`src/rtl/fft_capture_ctrl.sv`:
```
// fft_capture_ctrl
//   Captures one FFT output frame into the output FIFO that feeds the USB path.
//   When armed, the controller runs these steps in order:
//     1. Hold the FIFO in reset for FLUSH_LEN cycles.
//     2. Discard SKIP_LEN valid samples while the FFT pipeline fills.
//     3. Write FRAME_LEN {re,im} words to the FIFO.
//     4. Wait for the host to acknowledge readout.
//
// Build option:
//   FFT_CAPTURE_AUTOREARM_EN  If defined, host_ack goes straight back to FLUSH
//                             so frames run back to back. If undefined, each
//                             frame needs its own start pulse.
//
// Ports:
//   i_clk, i_resetn           clock; asynchronous active-low reset
//   i_start                   arm request (honoured only in IDLE)
//   i_abort                   return to IDLE from any state (wins over start)
//   i_host_ack                host has drained the frame
//   i_fft_valid, i_fft_re/im  FFT output sample stream
//   i_buff_full               FIFO write-side full flag
//   o_buff_din, o_buff_wr_en  FIFO write port ({re,im}, one cycle after the sample)
//   o_buff_rst                FIFO reset (also asserted while i_resetn is low)
//   o_busy                    high in every state except IDLE
//   o_frame_done              pulses together with the final write slot of a frame
//   o_overflow                sticky: a sample was dropped because the FIFO was full
//   o_sample_cnt              samples accounted for in the current frame
//
// state     | meaning
// ----------+-------------------------------------------------
// IDLE      | waiting for start
// FLUSH     | FIFO held in reset for FLUSH_LEN cycles
// SKIP      | discarding SKIP_LEN valid samples (pipeline fill)
// CAPTURE   | writing FRAME_LEN samples
// WAIT_HOST | frame complete; waiting for host_ack
module fft_capture_ctrl #(
  parameter int DATA_W    = 16,
  parameter int FRAME_LEN = 1024,
  parameter int SKIP_LEN  = 1033,
  parameter int FLUSH_LEN = 8
) (
  input  logic                             i_clk,
  input  logic                             i_resetn,
  input  logic                             i_start,
  input  logic                             i_abort,
  input  logic                             i_host_ack,
  input  logic                             i_fft_valid,
  input  logic [DATA_W-1:0]                i_fft_re,
  input  logic [DATA_W-1:0]                i_fft_im,
  input  logic                             i_buff_full,
  output logic [2*DATA_W-1:0]              o_buff_din,
  output logic                             o_buff_wr_en,
  output logic                             o_buff_rst,
  output logic                             o_busy,
  output logic                             o_frame_done,
  output logic                             o_overflow,
  output logic [$clog2(FRAME_LEN+1)-1:0]   o_sample_cnt
);

  localparam int CNT_W   = $clog2(FRAME_LEN+1);
  localparam int TMR_MAX = (SKIP_LEN > FLUSH_LEN) ? SKIP_LEN : FLUSH_LEN;
  localparam int TMR_W   = $clog2(TMR_MAX+1);

`ifdef FFT_CAPTURE_AUTOREARM_EN
  localparam bit AUTOREARM = 1'b1;
`else
  localparam bit AUTOREARM = 1'b0;
`endif

  typedef enum logic [2:0] {
    S_IDLE      = 3'd0,
    S_FLUSH     = 3'd1,
    S_SKIP      = 3'd2,
    S_CAPTURE   = 3'd3,
    S_WAIT_HOST = 3'd4
  } state_t;

  state_t              r_state;
  state_t              w_state_nxt;
  logic [TMR_W-1:0]    r_tmr;
  logic [2*DATA_W-1:0] r_din;
  logic                r_wr_en;
  logic                r_frame_done;
  logic                r_overflow;
  logic [CNT_W-1:0]    r_sample_cnt;

  logic w_tmr_zero;
  logic w_arm;
  logic w_cap;
  logic w_last;

  assign w_tmr_zero = (r_tmr == '0);

  // Entry into FLUSH: either a fresh start or an auto re-arm after host_ack.
  assign w_arm = !i_abort &&
                 ((r_state == S_IDLE && i_start) ||
                  (AUTOREARM && r_state == S_WAIT_HOST && i_host_ack));

  // An abort in the same cycle cancels the sample, so it is neither written nor counted.
  assign w_cap  = (r_state == S_CAPTURE) && i_fft_valid && !i_abort;
  assign w_last = w_cap && (r_sample_cnt == CNT_W'(FRAME_LEN-1));

  // State register
  always_ff @(posedge i_clk or negedge i_resetn) begin
    if (!i_resetn) r_state <= S_IDLE;
    else           r_state <= w_state_nxt;
  end

  // Next-state logic
  always_comb begin
    w_state_nxt = r_state;
    if (i_abort) begin
      w_state_nxt = S_IDLE;
    end else begin
      case (r_state)
        S_IDLE:      if (i_start) w_state_nxt = S_FLUSH;
        S_FLUSH:     if (w_tmr_zero) w_state_nxt = S_SKIP;
        S_SKIP:      if (i_fft_valid && w_tmr_zero) w_state_nxt = S_CAPTURE;
        S_CAPTURE:   if (w_last) w_state_nxt = S_WAIT_HOST;
        S_WAIT_HOST: if (i_host_ack) w_state_nxt = AUTOREARM ? S_FLUSH : S_IDLE;
        default:     w_state_nxt = S_IDLE;
      endcase
    end
  end

  // State-decoded outputs
  always_comb begin
    o_busy     = (r_state != S_IDLE);
    o_buff_rst = !i_resetn || (r_state == S_FLUSH);
  end

  // Shared down-counter: the flush length first, then the skip length.
  // It reloads with the skip count on the last flush cycle.
  always_ff @(posedge i_clk or negedge i_resetn) begin
    if (!i_resetn) begin
      r_tmr <= '0;
    end else if (w_arm) begin
      r_tmr <= TMR_W'(FLUSH_LEN-1);
    end else if (r_state == S_FLUSH) begin
      r_tmr <= w_tmr_zero ? TMR_W'(SKIP_LEN-1) : r_tmr - 1'b1;
    end else if (r_state == S_SKIP && i_fft_valid && !w_tmr_zero) begin
      r_tmr <= r_tmr - 1'b1;
    end
  end

  // Capture datapath
  always_ff @(posedge i_clk or negedge i_resetn) begin
    if (!i_resetn) begin
      r_din        <= '0;
      r_wr_en      <= 1'b0;
      r_frame_done <= 1'b0;
      r_overflow   <= 1'b0;
      r_sample_cnt <= '0;
    end else begin
      r_wr_en      <= w_cap && !i_buff_full;
      r_frame_done <= w_last;
      if (w_cap) begin
        r_din        <= {i_fft_re, i_fft_im};
        // A sample dropped because the FIFO is full still counts,
        // so the frame stays aligned to FRAME_LEN.
        r_sample_cnt <= r_sample_cnt + 1'b1;
        if (i_buff_full) r_overflow <= 1'b1;
      end else if (w_arm) begin
        r_sample_cnt <= '0;
        r_overflow   <= 1'b0;
      end
    end
  end

  assign o_buff_din   = r_din;
  assign o_buff_wr_en = r_wr_en;
  assign o_frame_done = r_frame_done;
  assign o_overflow   = r_overflow;
  assign o_sample_cnt = r_sample_cnt;

endmodule

```
`config.mk`:
```
export PLATFORM = sky130hd
export DESIGN_NAME = fft_capture_ctrl
export DESIGN_NICKNAME = d
export VERILOG_FILES = /design/src/rtl/fft_capture_ctrl.sv
export SDC_FILE = /design/constraint.sdc
export NUM_CORES = 1
export LEC_CHECK = 0
export CORE_MARGIN = 3
export CORE_UTILIZATION = 33
export CTS_CLUSTER_SIZE = 8
export DETAILED_ROUTE_END_ITERATION = 12
export PLACE_DENSITY = 0.65
export SLEW_MARGIN = 5
export SYNTH_ARGS = -nofsm -noshare
export SYNTH_HDL_FRONTEND = slang
export SYNTH_SLANG_ARGS = --single-unit
```
`constraint.sdc`:
```
create_clock -name i_clk -period 6.65 [get_ports i_clk]
set_input_delay 1.33 -clock i_clk [delete_from_list [all_inputs] [get_ports i_clk]]
set_output_delay 1.33 -clock i_clk [all_outputs]
set_load 0.1 [all_outputs]
```
Yosys cells after proc, flatten, opt, wreduce, memory -nomap -nowiden:

Index checks and enable logic that the tools add are counted.

* output and inout bits: 48
* word-level logic and storage cells: 57
* register bits after elaboration: 60

* mux-type cells: 16
* equality and inequality tests: 11
* reductions and logical operators: 21
* $add $sub $neg: 2

Operators by type and width (count)
* $mux W11: 6
* $mux W3: 6
* $ne A3 B3 Y1 const B: 5
* $pmux W3 S5: 1
* $add A11 B1 Y11 const B: 1
* $eq A11 B10 Y1 const B: 1
* $logic_not A11 Y1: 1
* $sub A11 B1 Y11 const B: 1
* $logic_and A1 B1 Y1: 9
* $eq A3 B2 Y1 const B: 2
* $reduce_bool A3 Y1: 2
* $reduce_and A5 Y1: 1
* $logic_not A1 Y1: 4
* $eq A3 B1 Y1 const B: 1
* $eq A3 B3 Y1 const B: 1
* $logic_not A3 Y1: 1
* $mux W1: 3
* $ne A2 B2 Y1 const B: 1
* $reduce_and A2 Y1: 1
* $reduce_bool A2 Y1: 1
* $logic_or A1 B1 Y1: 1

Logic depth before layout (Yosys ltp):

* word-level depth: 7
* gate-level depth with buffers: 8
* gate-level depth less buffers: 6

Least setup slack after synthesis:

No wires, ideal clock.

* kind: input-to-output
* start: in i_resetn
* end: out o_buff_rst
* arrival time: 1.964 ns
* setup slack: 3.356 ns
* required time: 5.320 ns
* stages on the path: 1
* cell sequence: nand2_1

* word-level cells in the longest chain between the ends: 2

RTL lines
* start, declared: RTL line 42 `input logic i_resetn,`
* $logic_not A1 Y1 (no source line)
* $logic_or A1 B1 Y1: RTL line 128 `o_buff_rst = !i_resetn || (r_state == S_FLUSH);`
* end, declared: RTL line 52 `output logic o_buff_rst,`

Every way passes these cells.

Worst setup path after layout:

Ends and elaborated chain as after synthesis.

==> impl_metrics.env <==
export IMPL_status="finished, final reports clean"
export IMPL_critPathLaunchType="primary input"
export IMPL_num_vias=2430
export IMPL_sequentialPowerShare=0.357
export IMPL_pwr_share_clk=0.271
export IMPL_boundaryPins=87
export IMPL_cp_arrival_ns=2.67
export IMPL_numPortBuffers=86
export IMPL_fin_setup_tns_ns=0
export IMPL_ys_types=45
export IMPL_post_cts_resized=0
export IMPL_synthCells=299
export IMPL_holdPathEnd="o_buff_din[16]"
export IMPL_rows=32
export IMPL_worst_r2r_endpoint="r_tmr[1]"
export IMPL_min_path_cells=2
export IMPL_post_cts_setup_buffers=0
export IMPL_fmax_mhz=250
export IMPL_die_area_um2=9600
export IMPL_slowest_delay_ns=1.13
export IMPL_switchingPower_w=0.000528
export IMPL_cts_path_max_buffers=2
export IMPL_holdCritStartpoint="o_buff_din[16]"
export IMPL_antenna_left=0
export IMPL_timing_final_crit_share=0.601
export IMPL_grt_pass1_vias=2632
export IMPL_hold_viol=0
export IMPL_insertion_delay_ns=0.33
export IMPL_drv_slew=0
export IMPL_finalSetupViolCount=0
export IMPL_p_leak_nw=1.84
export IMPL_powerDensity_nw_per_um2=331
export IMPL_cp_cell_sequence="buf_2, nand2_1, clkdlybuf4s50_1"
export IMPL_rsz0062_at_grt="no"
export IMPL_yosysSeqAreaShare=0.538
export IMPL_skew_ns=0.00716
export IMPL_r2r_setup_slack_ns=3.60
export IMPL_slew_headroom=0.237
export IMPL_dp_slack_ns=2.64
export IMPL_core_area_um2=7970
export IMPL_cp_max_fo=2
export IMPL_p_int_w=0.000781
export IMPL_syn_avg_cell_area_um2=9.34
export IMPL_grt_first_pass_wirelength_um=12200
export IMPL_num_fill_cells=735
export IMPL_async_flop_share=1.00
export IMPL_end_kind="output port"
export IMPL_ir_drop_uv=186
export IMPL_chipHeight_um=98.0
export IMPL_gp_congestion=0.741
export IMPL_syn_area_um2=2790
export IMPL_worst_pin_slew_ns=1.13
export IMPL_grt_use_total=0.155
export IMPL_comb_power_share=0.372
export IMPL_cpMaxStageDelayCell="clkdlybuf4s50_1"
export IMPL_diodes=0
export IMPL_power_total_w=0.00131
export IMPL_timing_final_ws_setup_ns=2.65
export IMPL_start_util=0.350
export IMPL_reg2reg_from="r_tmr[0]"
export IMPL_synth_edf_count=0
export IMPL_wire_per_inst_um=14.4
export IMPL_cts_tree="yes"
export IMPL_routed_wirelength_um=7060
export IMPL_swShare=0.403
export IMPL_htreeDepth=3
export IMPL_antenna_found_initial=0
export IMPL_ys_warn_count=0
export IMPL_worst_setup_path_type="primary input to output port"
export IMPL_nets=424
export IMPL_drtPass1Iterations=4
export IMPL_numCtsBuffers=9
export IMPL_yosys_register_bits=60
export IMPL_synthToLayoutAreaGrowth_pct=41.5
export IMPL_critPathRequiredTime_ns=5.32
export IMPL_clk_pin_slew_ns=0.07
export IMPL_place_inst=473
export IMPL_dieWidth_um=98.0
export IMPL_drc=0
export IMPL_finalNonFillerCells=489
export IMPL_min_path_type="flip-flop to flip-flop"
export IMPL_final_util=0.496
export IMPL_gr_total_overflow=0
export IMPL_postCtsHoldBufs=0
export IMPL_root_buffer="clkbuf_8"
export IMPL_ys_flop_type="dfrtp_1"
export IMPL_clock_sinks=60
export IMPL_rr_worst_depth=6
export IMPL_dp_hpwl_um=4780
export IMPL_drt_iter0_drc=98
export IMPL_min_period_ns=4.00
export IMPL_routed_via_density=4.97
export IMPL_max_cap_violations=0
export IMPL_drive_above_1_share=0.0801
export IMPL_synth_nets=341
export IMPL_grt_max_degree=61
[per-layer routing]
layer  vias up  track usage  share of wire
met3        13       0.0700          0.098
met2        71        0.238           0.44
met1      1153        0.186           0.44
li1       1193            -              -
met4         0       0.0724          0.020
met5         -            0              0
[cells in the final DEF (no fill, tap or decap), drive strengths merged, types with 3 or more instances in the layout]
| cell type | instances |
|---|---|
| inv | 3 |
| nor3 | 3 |
| nor2 | 8 |
| nand3 | 15 |
| buf | 4 |
| o31ai | 5 |
| dfrtp | 60 |
| mux2i | 9 |
| nand2 | 107 |
| and3 | 3 |
| ha | 3 |
| clkbuf | 13 |
| a2111oi | 5 |
| o21ai | 7 |
| or3 | 10 |
| o211ai | 3 |
| mux2 | 5 |
| and2 | 3 |
| a21oi | 5 |
| clkdlybuf4s50 | 85 |
[how the worst max path moves through the flow]
| stage | endpoint | from | cells past startpoint | slack (ns) |
|---|---|---|---|---|
| after floorplan | o_buff_rst | i_resetn | 1 | 3.36 |
| after global placement | o_buff_rst | i_resetn | 3 | 2.64 |
| after detailed placement | o_buff_rst | i_resetn | 3 | 2.64 |
| after CTS | o_buff_rst | i_resetn | 3 | 2.64 |
| after global routing | o_buff_rst | i_resetn | 3 | 2.61 |
| final | o_buff_rst | i_resetn | 3 | 2.65 |
[cells in the mapped netlist, types with 2 or more instances]
master	n	area [µm²]
a2111oi_0	4	35.0
nor2b_1	2	12.5
nor2_1	8	30.0
or3_1	10	62.6
and2_1	2	12.5
nand3_1	15	75.1
a31oi_1	2	12.5
nor3_1	3	15.0
nand2_1	107	402
buf_2	4	20.0
mux2i_1	9	90.1
clkbuf_1	11	41.3
nand4_1	2	12.5
o211ai_1	3	22.5
inv_1	3	11.3
and3_1	3	18.8
o31ai_1	5	37.5
o22a_1	2	17.5
ha_1	3	37.5
a21oi_1	5	25.0
dfrtp_1	60	1500
o21ai_0	7	35.0
and4bb_2	2	25.0
mux2_2	5	56.3
buf_1	2	7.51
[power by group through the flow]
stage               logic (W)  clock network (W)  registers [W]
finish               0.000487           0.000355       0.000467
global route         0.000519           0.000381       0.000477
CTS                  0.000489           0.000363       0.000467
detailed placement   0.000487                  0       0.000473
global placement     0.000481                  0       0.000470
floorplan            0.000179                  0       0.000655
[final cells by class]
cell class                 instances  area (µm²)  area share
inverter                           3        11.3     0.00285
timing repair buffer              89         878       0.222
tap                              102         128      0.0323
sequential                        60        1500       0.380
multi-input combinational        219        1210       0.306
clock buffer                      13         179      0.0453
clock inverter                     3        42.5      0.0108
[flip-flops by register name (all words and copies together), names as in the netlist]
name and cells:
o_buff_din 32, o_sample_cnt 11, r_tmr 11, r_state 3, o_buff_wr_en 1, o_frame_done 1
o_overflow 1
[critical path, delay by kind of cell]
family                 cells  cell delay (ns)
and+or+nand+nor            1             0.06
buffers and inverters      2             1.27
[metrics by stage]
stage	hold slack (ns)	area, µm²
final	0.478	3950
after global routing	0.509	3950
after CTS	0.481	3950
after detailed placement	0.463	3730
after floorplan	0.475	2790
after global placement	0.457	3730
[cells by family (layout without fill, tap and decap cells)]
logic type / Yosys count / after routing / share of synthesized area
xor+xnor: 1 / 1 / 0.00314
fa+ha+maj: 3 / 3 / 0.0134
compound gates: 37 / 37 / 0.0964
flops: 60 / 60 / 0.538
simple gates: 164 / 164 / 0.268
mux: 14 / 14 / 0.0524
buf+inv: 20 / 108 / 0.0287
(Power assumes the default switching activity.)
